`config.mk`:
```
export PLATFORM = sky130hd
export DESIGN_NAME = sbox_unmsk_pipe
export DESIGN_NICKNAME = d
export VERILOG_FILES = /design/src/rtl/sbox_unmsk_pipe.sv
export SDC_FILE = /design/constraint.sdc
export NUM_CORES = 1
export LEC_CHECK = 0
export ABC_AREA = 1
export CORE_AREA = 2 2 71 73
export DETAILED_ROUTE_END_ITERATION = 12
export DIE_AREA = 0 0 73 75
export PLACE_DENSITY = 0.82
export SYNTH_ARGS = -nofsm -noshare
export SYNTH_HDL_FRONTEND = slang
export SYNTH_SLANG_ARGS = --single-unit
```
`constraint.sdc`:
```
create_clock -name clk -period 1.3 [get_ports clk]
set_input_delay 0.39 -clock clk [delete_from_list [all_inputs] [get_ports clk]]
set_output_delay 0.39 -clock clk [all_outputs]
set_load 0.05 [all_outputs]
```
`src/rtl/sbox_unmsk_pipe.sv`:
```
`timescale 1ns/1ps
// ---------------------------------------------------------------------------
// sbox_unmsk_pipe
//
// Receiving end of the 4-share remasking interface around the PRINCE S-box.
// Each input beat carries four 8-bit shares plus the 12-bit randomness that
// was used to remask them. The block strips the per-share remask, recombines
// the shares into the plain byte and streams it out over valid/ready. It
// frames every BYTES_PER_STATE output bytes with out_last.
//
// Recombination is split over two register stages. Stage 1 folds shares
// 1+2 and shares 3+4 into separate registers. Stage 2 folds those two
// partial sums. As a result, no single combinational cone ever sees all
// four shares at once.
//
// Ports
//   clk        in   1   rising-edge clock
//   rst        in   1   synchronous active-high reset
//   in_valid   in   1   input beat valid
//   in_ready   out  1   input beat can be accepted this cycle
//   in1..in4   in   8   masked shares
//   in_rand    in   12  remask randomness r1=[2:0] r2=[5:3] r3=[8:6] r4=[11:9]
//   out_valid  out  1   out_data valid
//   out_ready  in   1   downstream accepts the output beat
//   out_data   out  8   unmasked byte
//   out_last   out  1   last byte of a PRINCE state (qualified by out_valid)
// ---------------------------------------------------------------------------
module sbox_unmsk_pipe #(
    parameter int BYTES_PER_STATE = 8,
    parameter int CNT_W           = 3
) (
    input  logic        clk,
    input  logic        rst,
    input  logic        in_valid,
    output logic        in_ready,
    input  logic [7:0]  in1,
    input  logic [7:0]  in2,
    input  logic [7:0]  in3,
    input  logic [7:0]  in4,
    input  logic [11:0] in_rand,
    output logic        out_valid,
    input  logic        out_ready,
    output logic [7:0]  out_data,
    output logic        out_last
);

    localparam logic [CNT_W-1:0] LAST_CNT = CNT_W'(BYTES_PER_STATE - 1);

    // Remask pattern: r in bits 6:4, r bit-reversed in bits 3:1, edges zero.
    function automatic logic [7:0] mask_byte(input logic [2:0] r);
        return {1'b0, r, r[0], r[1], r[2], 1'b0};
    endfunction

    function automatic logic [7:0] unmask_share(input logic [7:0] s, input logic [2:0] r);
        return s ^ mask_byte(r);
    endfunction

    // Stage 1: partial sums of the unmasked share pairs.
    logic [7:0]       p12_q, p12_d;
    logic [7:0]       p34_q, p34_d;
    logic             v1_q,  v1_d;
    // Stage 2: recombined byte.
    logic [7:0]       data_q, data_d;
    logic             v2_q,   v2_d;
    // Output byte position within the current state.
    logic [CNT_W-1:0] cnt_q, cnt_d;

    logic adv1;
    logic in_hs;
    logic out_hs;
    logic in_ready_int;

    // Stage 1 drains when stage 2 is empty or is being emptied this cycle.
    // This makes in_ready depend combinationally on out_ready, so the
    // pipeline sustains one byte per cycle with only two registers.
    always_comb begin
        adv1         = v1_q && (!v2_q || out_ready);
        in_ready_int = !rst && (!v1_q || adv1);
        in_hs        = in_valid && in_ready_int;
        out_hs       = !rst && v2_q && out_ready;
    end

    always_comb begin
        p12_d  = p12_q;
        p34_d  = p34_q;
        v1_d   = v1_q;
        data_d = data_q;
        v2_d   = v2_q;
        cnt_d  = cnt_q;

        if (in_hs) begin
            p12_d = unmask_share(in1, in_rand[2:0]) ^ unmask_share(in2, in_rand[5:3]);
            p34_d = unmask_share(in3, in_rand[8:6]) ^ unmask_share(in4, in_rand[11:9]);
            v1_d  = 1'b1;
        end else if (adv1) begin
            v1_d  = 1'b0;
        end

        if (adv1) begin
            data_d = p12_q ^ p34_q;
            v2_d   = 1'b1;
        end else if (out_ready) begin
            v2_d   = 1'b0;
        end

        if (out_hs) begin
            cnt_d = (cnt_q == LAST_CNT) ? '0 : cnt_q + CNT_W'(1);
        end
    end

    always_ff @(posedge clk) begin
        if (rst) begin
            p12_q  <= '0;
            p34_q  <= '0;
            v1_q   <= 1'b0;
            data_q <= '0;
            v2_q   <= 1'b0;
            cnt_q  <= '0;
        end else begin
            p12_q  <= p12_d;
            p34_q  <= p34_d;
            v1_q   <= v1_d;
            data_q <= data_d;
            v2_q   <= v2_d;
            cnt_q  <= cnt_d;
        end
    end

    // Outputs are forced idle while rst is high so that nothing handshakes
    // in the reset cycle, even though the registers only clear at its end.
    always_comb begin
        in_ready  = in_ready_int;
        out_valid = !rst && v2_q;
        out_last  = !rst && v2_q && (cnt_q == LAST_CNT);
        out_data  = rst ? 8'h00 : data_q;
    end

endmodule
```
* Word-level counts from Yosys, hierarchy flattened
Index checks and enable logic that the tools add are counted.
** Word-level totals
- Output and inout bits :: 11
- Flip-flop bits (word level) :: 29
- Logic and storage cells :: 34
** Operators by class
- Reduce and logical (&&, ||, !) cells :: 13
- Bitwise gates (word level) :: 7
- Multiplexer cells :: 6
- Add/sub/neg operators :: 1
- Equality and inequality tests :: 1
** Operators with widths (count)
- $xor 8x7->8 :: 4
- $xor 8x8->8 :: 3
- $mux 8 :: 1
- $logic_and 1x1->1 :: 6
- $mux 1 :: 4
- $reduce_bool 2->1 :: 2
- $add 3x1->3 const B :: 1
- $eq 3x3->1 const B :: 1
- $logic_not 1->1 :: 3
- $mux 3 :: 1
- $logic_or 1x1->1 :: 2

* Depth between registers and ports, before layout
Gate-level depths: netlist (run 1).
- Depth in word-level cells :: 7
- Gate-level depth with buffers :: 7
- Depth with buffers taken out :: 7

* Least setup slack after synthesis (run 1)
OpenSTA, ideal clock, no wires.
- Path type :: input to output
- Start :: in rst
- End :: out out_data[0]
- Stages :: 3
- Setup slack :: -431 ps
- Arrival time :: 1341 ps
- Cell sequence :: buf_6 buf_2 nor2_1
** Between the ends
- Cells in the longest elaborated chain, start to end :: 1
** Ends and longest elaborated chain
- from (decl) :: line 33 : input logic rst,
- $mux 8 :: line 135 : out_data = rst ? 8'h00 : data_q;
- to (decl) :: line 43 : output logic [7:0] out_data,
No other way between the ends.

* Final worst setup path (run 1)
- Start :: reg cnt_q[1]
- End :: out out_last
** Between the ends
- Cells in the longest elaborated chain, start to end :: 2
** Ends and longest elaborated chain
- from (decl) :: line 66 : logic [CNT_W-1:0] cnt_q, cnt_d;
- from (signal assigned) :: line 125 : cnt_q <= cnt_d;
- $eq 3x3->1 :: line 134 : out_last = !rst && v2_q && (cnt_q == LAST_CNT);
- $logic_and 1x1->1 :: line 134
- to (decl) :: line 44 : output logic out_last
No other way between the ends.

==> flow_summary.toml, run 1 <==
[outcome]
status = "complete, but fails checks"
violations = "setup timing"

[sta]
hold_slack_ps = 385
period_minus_slack_ps = 1600
finalSetupTns_ps = -878
fin_ws_ps = -303
finalCritPeriodShare = 1.23
worstMarginPinSlew_ps = 222
drv_slew = 0
rsz0062_at_grt = "yes"
hold_viol = 0
relSlewSlack = 0.851
maxClockFrequency_mhz = 624
finalSetupViolations = 9
clock_skew_ps = 7.58

[drt]
via_count = 1815
drc_errors = 0
ant_nets = 0
viasPerCell = 4.63
avgRoutedWirePerCell_um = 10.2
drt_iter0_drc = 63
drtPass1Iterations = 3
wirelength_mm = 4.01

[final_layout]
final_common_cell = "nand2_1"
syn_to_final_growth_pct = 61.1
utilization = 0.653
nets = 388
nFillCells = 391
final_layout_size_suffix_gt1_frac = 0.257
layout_common_cells = "77 x nand2_1, 45 x clkdlybuf4s50_1, 27 x xnor2_1, 26 x nand3_1, 25 x xor2_1"
antenna_cells = 0
fin_cells = 392

[hold_path]
hp-start = "rst"
hold_path_class = "primary input to flip-flop"

[die]
die_width_um = 73
num_rows = 25
start_util = 0.406
core_um2 = 4660
dieArea_um2 = 5480
die_height_um = 75
pin_count = 59

[clocking]
clk_pin_slew_ps = 60
cts_buffers = 5
clock_latency_ps = 280
clock-root-buffer = "clkbuf_8"
clock-sinks = 29
htreeDepth = 2
cts_tree = "yes"
clockBufferDepth = 2

[synthesis]
netlist_instances = 257
syn_area_um2 = 1890
synth_fp_nets = 307
yosysWarnings = 0
ys_ff_latch = 29
yosysSeqAreaShare = 0.307
avgSynthCellArea_um2 = 7.36
yosysUniqueCellTypes = 24

[setup_path]
required_ps = 910
worst_setup_path_start_kind = "flip-flop"
worstPathArrival_ps = 1210
critPathKind = "flip-flop to output port"
rr_startpoint = "v2_q"
crit_start = "cnt_q[1]"
endpoint_kind = "output port"
crit_fanout = 2

[placed_design]
dp_hpwl_mm = 3.10
io_buffers = 58
gp_congestion = 0.735
place_inst = 375
pre_cts_slack_ps = -503

[global_route]
first_global_vias = 1740
gr-total-overflow = 0
grt_max_degree = 21
antenna_found_initial = 0
grt_util_all_layers = 0.166
grt_pass1_wl_mm = 7.00

[power]
power.density_nw_per_um2 = 805
vdd_ir_drop_max_mv = 0.403
p_leak_nw = 1.33

[run]
maxCapViolCount = 0
==> report_power, final <==
part           total [mW]  internal [mW]  switching [mW]
clock network       0.737          0.418           0.318
registers            1.00          0.958          0.0449
logic               0.711          0.389           0.322
total                2.45           1.77           0.685
==> final timing paths <==
path,to,slack (ps),cells after the start
worst max register to register,p12_q[7],90,8
worst min-delay path,data_q[4],390,3
worst max-delay path,out_last,-300,4
worst min register to register,data_q[5],470,2
==> worst max-delay path, stage by stage (launching register included) <==
cell	delay [ps]
dfxtp_2	340
ha_4	160
ha_4	150
and3_4	150
buf_12	140
==> registers in the layout, summed over array words and instances (netlist names) <==
name    cells
data_q      8
p12_q       8
v2_q        1
v1_q        1
p34_q       8
cnt_q       3
==> through the flow <==
step	cell area (um2)	total power [mW]
3_5_place_dp	2800	1.70
5_1_grt	3050	2.59
2_1_floorplan	1970	1.40
3_3_place_gp	2800	1.68
6_report	3050	2.45
4_1_cts	3050	2.48
==> repair_timing <==
action | 4_1_cts | 5_1_grt
setup buffers | 7 | 3
cloned | 1 | 0
hold buffers | 0 | 0
pin swaps | 8 | 6
endpoints found under the setup margin | 35 | 11
gates resized for setup | 31 | 4
==> synth_stat cells (all sizes together) <==
| master | number | area (um2) |
|---|---|---|
| a21oi | 7 | 38.8 |
| xnor2 | 27 | 236 |
| dfxtp | 29 | 581 |
| o21ai | 8 | 70.1 |
| nand3 | 28 | 158 |
| xor2 | 25 | 219 |
| buf | 7 | 62.6 |
| o31ai | 1 | 7.51 |
| ha | 2 | 25.0 |
| and3 | 1 | 7.51 |
| inv | 26 | 103 |
| nor2 | 15 | 66.3 |
| nand2 | 81 | 317 |
==> logic make-up (layout without fill, tap and decap cells) <==
kind of cell,count (synthesis),after routing,share of synthesized area
flip-flops,29,29,0.307
adder cells (fa/ha/maj),2,2,0.0132
AO/OA/AOI/OAI,16,16,0.0616
AND/OR/NAND/NOR,125,125,0.290
XOR/XNOR,52,52,0.241
buffers and inverters,33,114,0.0874
==> layer usage <==
metal | track usage | part of all wire | up-vias
li1 | - | - | 956
met1 | 0.161 | 0.37 | 804
met2 | 0.318 | 0.56 | 42
met3 | 0.0428 | 0.040 | 13
met4 | 0.0947 | 0.029 | 0
met5 | 0 | 0 | -
==> final cells by class <==
class,count,area (um2),share of cell area
clock buffers,7,86.3,0.0283
well taps,54,67.6,0.0222
repair buffers,81,942,0.309
flip-flops and latches,29,592,0.194
inverters,26,109,0.0357
multi-input cells,195,1250,0.410
Note: power is estimated with default switching activity, not from simulation.
==> inputs of run 2 (changes only) <==
--- a/config.mk
+++ b/config.mk
@@ -6,10 +6,10 @@
 export NUM_CORES = 1
 export LEC_CHECK = 0
 export ABC_AREA = 1
-export CORE_AREA = 2 2 71 73
+export CORE_AREA = 2 2 64 81
 export DETAILED_ROUTE_END_ITERATION = 12
-export DIE_AREA = 0 0 73 75
-export PLACE_DENSITY = 0.82
+export DIE_AREA = 0 0 66 83
+export PLACE_DENSITY = 0.81
 export SYNTH_ARGS = -nofsm -noshare
 export SYNTH_HDL_FRONTEND = slang
 export SYNTH_SLANG_ARGS = --single-unit
==> run 2 against run 1 <==
Net effect: the run still ends with setup timing left; maximum frequency rose by 0.16%; first-iteration DRC count fell by 7.9%; sequential share of layout area fell by 0.39 points; critical endpoint unchanged; largest cell class unchanged; highest routed layer unchanged.
==> flow_summary.toml, run 2 (synthesized netlist as in run 1, its figures left out) <==
[hold_path]
min_path_cells = 2
hold_path_class = "flip-flop to flip-flop"
hp-start = "data_q[1]"
worstHoldEndpoint = "data_q[1]"

[setup_path]
required_ps = 910
rrSetupSlack_ps = 30
worst_setup_path_start_kind = "flip-flop"
cp_common_cell = "ha_4"
rr_startpoint = "cnt_q[0]"
r2r_end = "cnt_q[0]"
critPathMaxStageDelay_ps = 330
crit_fanout = 2
endpoint_kind = "output port"
critPathSlowestCell = "dfxtp_2"
r2r_cells = 6
worstPathArrival_ps = 1210
crit_chain = "ha_4 -> ha_4 -> and3_4 -> buf_12"
critPathKind = "flip-flop to output port"

[global_route]
met2_usage = 0.311
grt_pass1_wl_mm = 7.31
grt_util_all_layers = 0.167
first_global_vias = 1777
gr-usage-met1 = 0.177
gr-total-overflow = 0
grt_max_degree = 14
grt.met3_usage = 0.0257
grt.busiest_layer = "met2"
antenna_found_initial = 0

[final_layout]
syn_to_final_growth_pct = 65.5
design_area_um2 = 3130
nFillCells = 398
largestRegisters = "data_q (8), p12_q (8), p34_q (8)"
antenna_cells = 0
utilization = 0.666
final_layout_size_suffix_gt1_frac = 0.283
nets = 392
layout_common_cells = "76 x nand2_1, 44 x clkdlybuf4s50_1, 27 x xnor2_1, 26 x nand3_1, 25 x xor2_1"
final_common_cell = "nand2_1"
fin_cells = 403

[sta]
clock_skew_ps = 5.06
finalCritPeriodShare = 1.23
relSlewSlack = 0.846
worstMarginPinSlew_ps = 230
hold_slack_ps = 459
maxClockFrequency_mhz = 625
finalSetupTns_ps = -1010
period_minus_slack_ps = 1600
finalSetupViolations = 11
drv_slew = 0
rsz0062_at_grt = "yes"
hold_viol = 0
fin_ws_ps = -300

[placed_design]
gp_congestion = 0.835
dpl_cell_area_um2 = 2840
dp_hpwl_mm = 3.18
place_inst = 386
io_buffers = 58
pre_cts_slack_ps = -507

[die]
die_height_um = 83
die_width_um = 66
dieArea_um2 = 5480
pin_count = 59
core_um2 = 4690
num_rows = 28
start_util = 0.403

[power]
p_sw_mw = 0.690
power.density_nw_per_um2 = 806
sequentialPowerShare = 0.398
vdd_ir_drop_max_mv = 0.515
intPower_mw = 1.83
power_mw = 2.52
pwr-share-clk = 0.315
combPwrFrac = 0.287
swShare = 0.274
p_leak_nw = 1.38

[clocking]
clk_pin_slew_ps = 60
clock-sinks = 29
cts_buffers = 5
postCtsHoldBufs = 0
clockBufferDepth = 2
cts_tree = "yes"
clock-root-buffer = "clkbuf_8"
clock_latency_ps = 280
htreeDepth = 2

[drt]
drt_iter0_drc = 58
avgRoutedWirePerCell_um = 10.4
drtPass1Iterations = 4
via_count = 1837
ant_nets = 0
viasPerCell = 4.56
wirelength_mm = 4.20
drc_errors = 0

[outcome]
violations = "setup timing"
status = "complete, but fails checks"

[run]
maxCapViolCount = 0
-- run 2: cell types whose count changed in the layout (fill, tap and decap cells not counted), sizes merged --
cell,change
buf,+3
clkdlybuf4s15,+1
clkdlybuf4s50,-1
clkinv,+1
dlymetal6s2s,+1
-- run 2: area by class of cell --
type / count / area, um2 / share of cell area
Timing Repair Buffer: 85 / 986 / 0.315
Clock buffer: 7 / 96.3 / 0.0308
Tap cell: 60 / 75.1 / 0.0240
Multi-Input combinational cell: 195 / 1260 / 0.402
Clock inverter: 1 / 5.00 / 0.00160
Inverter: 26 / 114 / 0.0364
Sequential cell: 29 / 596 / 0.190
-- run 2: per-layer routing --
layer | vias up | wire length (um)
met2 | 46 | 2360
met4 | 0 | 119
met5 | - | 0
met3 | 10 | 153
li1 | 963 | -
met1 | 818 | 1570
-- run 2: worst max path at each step --
| stage | start | endpoint | slack [ps] | depth (start not counted) |
|---|---|---|---|---|
| 2_1_floorplan | rst | out_data[2] | -60 | 2 |
| 3_3_place_gp | rst | out_last | -500 | 5 |
| 3_5_place_dp | rst | out_last | -510 | 5 |
| 4_1_cts | cnt_q[1] | out_last | -310 | 4 |
| 5_1_grt | cnt_q[0] | out_last | -330 | 4 |
| 6_report | cnt_q[0] | out_last | -300 | 4 |
-- run 2: worst max-delay path: cells and delay by family, from the launching register on --
kind	cells	cell delay (ps)
buf+inv	1	140
flops	1	330
simple gates	1	150
fa+ha+maj	2	310
-- run 2: power by group through the flow --
| stage | clock [mW] | sequential (mW) | combinational [mW] |
|---|---|---|---|
| floorplan | 0 | 1.01 | 0.389 |
| global placement | 0 | 1.02 | 0.672 |
| detailed placement | 0 | 1.02 | 0.689 |
| CTS | 0.817 | 1.00 | 0.717 |
| global route | 0.855 | 1.01 | 0.800 |
| finish | 0.795 | 1.00 | 0.722 |
-- run 2: timing repair --
action,CTS,global route
resized for setup,33,10
cloned,1,1
setup endpoints to repair,33,12
pin swaps,9,8
buffers inserted,5,4
==> inputs of run 3 (changes only) <==
--- a/config.mk
+++ b/config.mk
@@ -6,10 +6,12 @@
 export NUM_CORES = 1
 export LEC_CHECK = 0
 export ABC_AREA = 1
+export CAP_MARGIN = 0
 export CORE_AREA = 2 2 64 81
 export DETAILED_ROUTE_END_ITERATION = 12
 export DIE_AREA = 0 0 66 83
 export PLACE_DENSITY = 0.81
+export SETUP_SLACK_MARGIN = 0.2
 export SYNTH_ARGS = -nofsm -noshare
 export SYNTH_HDL_FRONTEND = slang
 export SYNTH_SLANG_ARGS = --single-unit
==> run 3 against run 2 <==
Net effect: the flow still finishes with violations (setup timing); clock power shrank 7.8%; cell area grew 6.5%; via count grew 3.5%; critical endpoint unchanged; first-iteration DRC count grew 31%.
==> flow_summary.toml, run 3 (synthesized netlist as in run 1, its figures left out) <==
[die]
start_util = 0.403
dieArea_um2 = 5480
pin_count = 59
die_width_um = 66
die_height_um = 83
core_um2 = 4690
num_rows = 28

[global_route]
gr-total-overflow = 0
grt_util_all_layers = 0.187
first_global_vias = 1885
grt_max_degree = 18
grt_pass1_wl_mm = 7.94
antenna_found_initial = 0

[sta]
maxClockFrequency_mhz = 624
rsz0062_at_grt = "yes"
finalCritPeriodShare = 1.23
clock_skew_ps = 6.15
fin_ws_ps = -303
finalSetupViolations = 14
drv_slew = 0
worstMarginPinSlew_ps = 219
period_minus_slack_ps = 1600
relSlewSlack = 0.854
finalSetupTns_ps = -1230
hold_viol = 0

[setup_path]
rrSetupSlack_ps = -20
cp_common_cell = "ha_4"
r2r_end = "p12_q[7]"
critPathKind = "flip-flop to output port"
required_ps = 910
worstPathArrival_ps = 1210
r2r_cells = 9
critPathSlowestCell = "dfxtp_2"
rr_startpoint = "v1_q"
critPathMaxStageDelay_ps = 330
path_buf_inv = 1
cp_top_family = "flip-flops"
crit_end = "out_last"
crit_chain = "ha_4 -> ha_4 -> and3_4 -> buf_12"
crit_fanout = 2
endpoint_kind = "output port"
worst_setup_path_start_kind = "flip-flop"
crit_start = "cnt_q[0]"
path_depth = 4

[placed_design]
dp_hpwl_mm = 3.18
place_inst = 383
gp_congestion = 0.736
io_buffers = 58

[clocking]
clock-sinks = 29
cts_tree = "yes"
htreeDepth = 2
cts_buffers = 5
clock-root-buffer = "clkbuf_8"
clock_latency_ps = 290
clockBufferDepth = 2
clk_pin_slew_ps = 60

[final_layout]
fin_cells = 405
antenna_cells = 0
largestRegisters = "data_q (8), p12_q (8), p34_q (8)"
layout_common_cells = "72 x nand2_1, 32 x clkdlybuf4s50_1, 27 x xnor2_1, 25 x xor2_1, 21 x dfxtp_1"
nFillCells = 355
utilization = 0.709
syn_to_final_growth_pct = 76.2
nets = 395
final_common_cell = "nand2_1"
final_layout_size_suffix_gt1_frac = 0.348

[hold_path]
min_path_cells = 2
hold_path_class = "flip-flop to flip-flop"

[run]
maxCapViolCount = 0

[outcome]
status = "complete, but fails checks"
violations = "setup timing"

[drt]
met1Wirelength_mm = 1.68
avgRoutedWirePerCell_um = 11.8
highest_layer = "met4"
via_count = 1901
wl_met3_um = 194
ant_nets = 0
dr_wl_met2_mm = 2.74
wirelength_mm = 4.76
drt_iter0_drc = 76
viasPerCell = 4.69
drtPass1Iterations = 4
drc_errors = 0

[power]
p_leak_nw = 1.42
vdd_ir_drop_max_mv = 0.517
power.density_nw_per_um2 = 759
run 3: through the flow:
stage	hold WS [ps]	cell area, um2	power (mW)	worst slack (ps)
4_1_cts	461	3210	2.50	-300
3_5_place_dp	456	2820	1.70	-518
6_report	462	3330	2.53	-303
2_1_floorplan	445	1970	1.40	-59.6
5_1_grt	479	3330	2.65	-328
3_3_place_gp	450	2820	1.68	-508
run 3: how the worst min path moves through the flow:
stage,to,from,slack [ps]
3_3_place_gp,data_q[0],data_q[0],450
6_report,data_q[0],data_q[0],460
5_1_grt,v1_q,rst,480
3_5_place_dp,data_q[0],data_q[0],460
2_1_floorplan,data_q[0],data_q[0],450
4_1_cts,data_q[0],data_q[0],460
run 3: area by class of cell:
cell class / count / area [um2] / share of cell area
Timing Repair Buffer: 88 / 1040 / 0.314
Sequential cell: 29 / 593 / 0.178
Clock buffer: 7 / 86.3 / 0.0259
Inverter: 26 / 116 / 0.0349
Tap cell: 60 / 75.1 / 0.0225
Multi-Input combinational cell: 195 / 1420 / 0.425
run 3: power by group:
part	internal [mW]	leakage, nW	switching (mW)
registers	0.958	0.242	0.0566
logic	0.414	1.14	0.366
clock network	0.418	0.0443	0.315
run 3: what timing repair did:
item                       4_1_cts  5_1_grt
setup buffers                    8        5
setup endpoints to repair       40       31
hold buffers                     0        0
gates cloned                     2        0
pin swaps                       11       16
gates resized for setup         79       16
run 3: per-layer routing:
| layer | GRT usage | vias to the layer above |
|---|---|---|
| met5 | 0 | - |
| met4 | 0.115 | 0 |
| met3 | 0.0298 | 9 |
| met2 | 0.351 | 51 |
| met1 | 0.183 | 866 |
| li1 | - | 975 |
run 3: worst register-to-register path: stages (launching register included):
cell     delay, ps
dfxtp_2        360
nand3_4         90
buf_6          120
buf_6          100
buf_6          110
nand3_4        130
buf_12         170
nand2_4         60
o21ai_2         50
inv_1           40
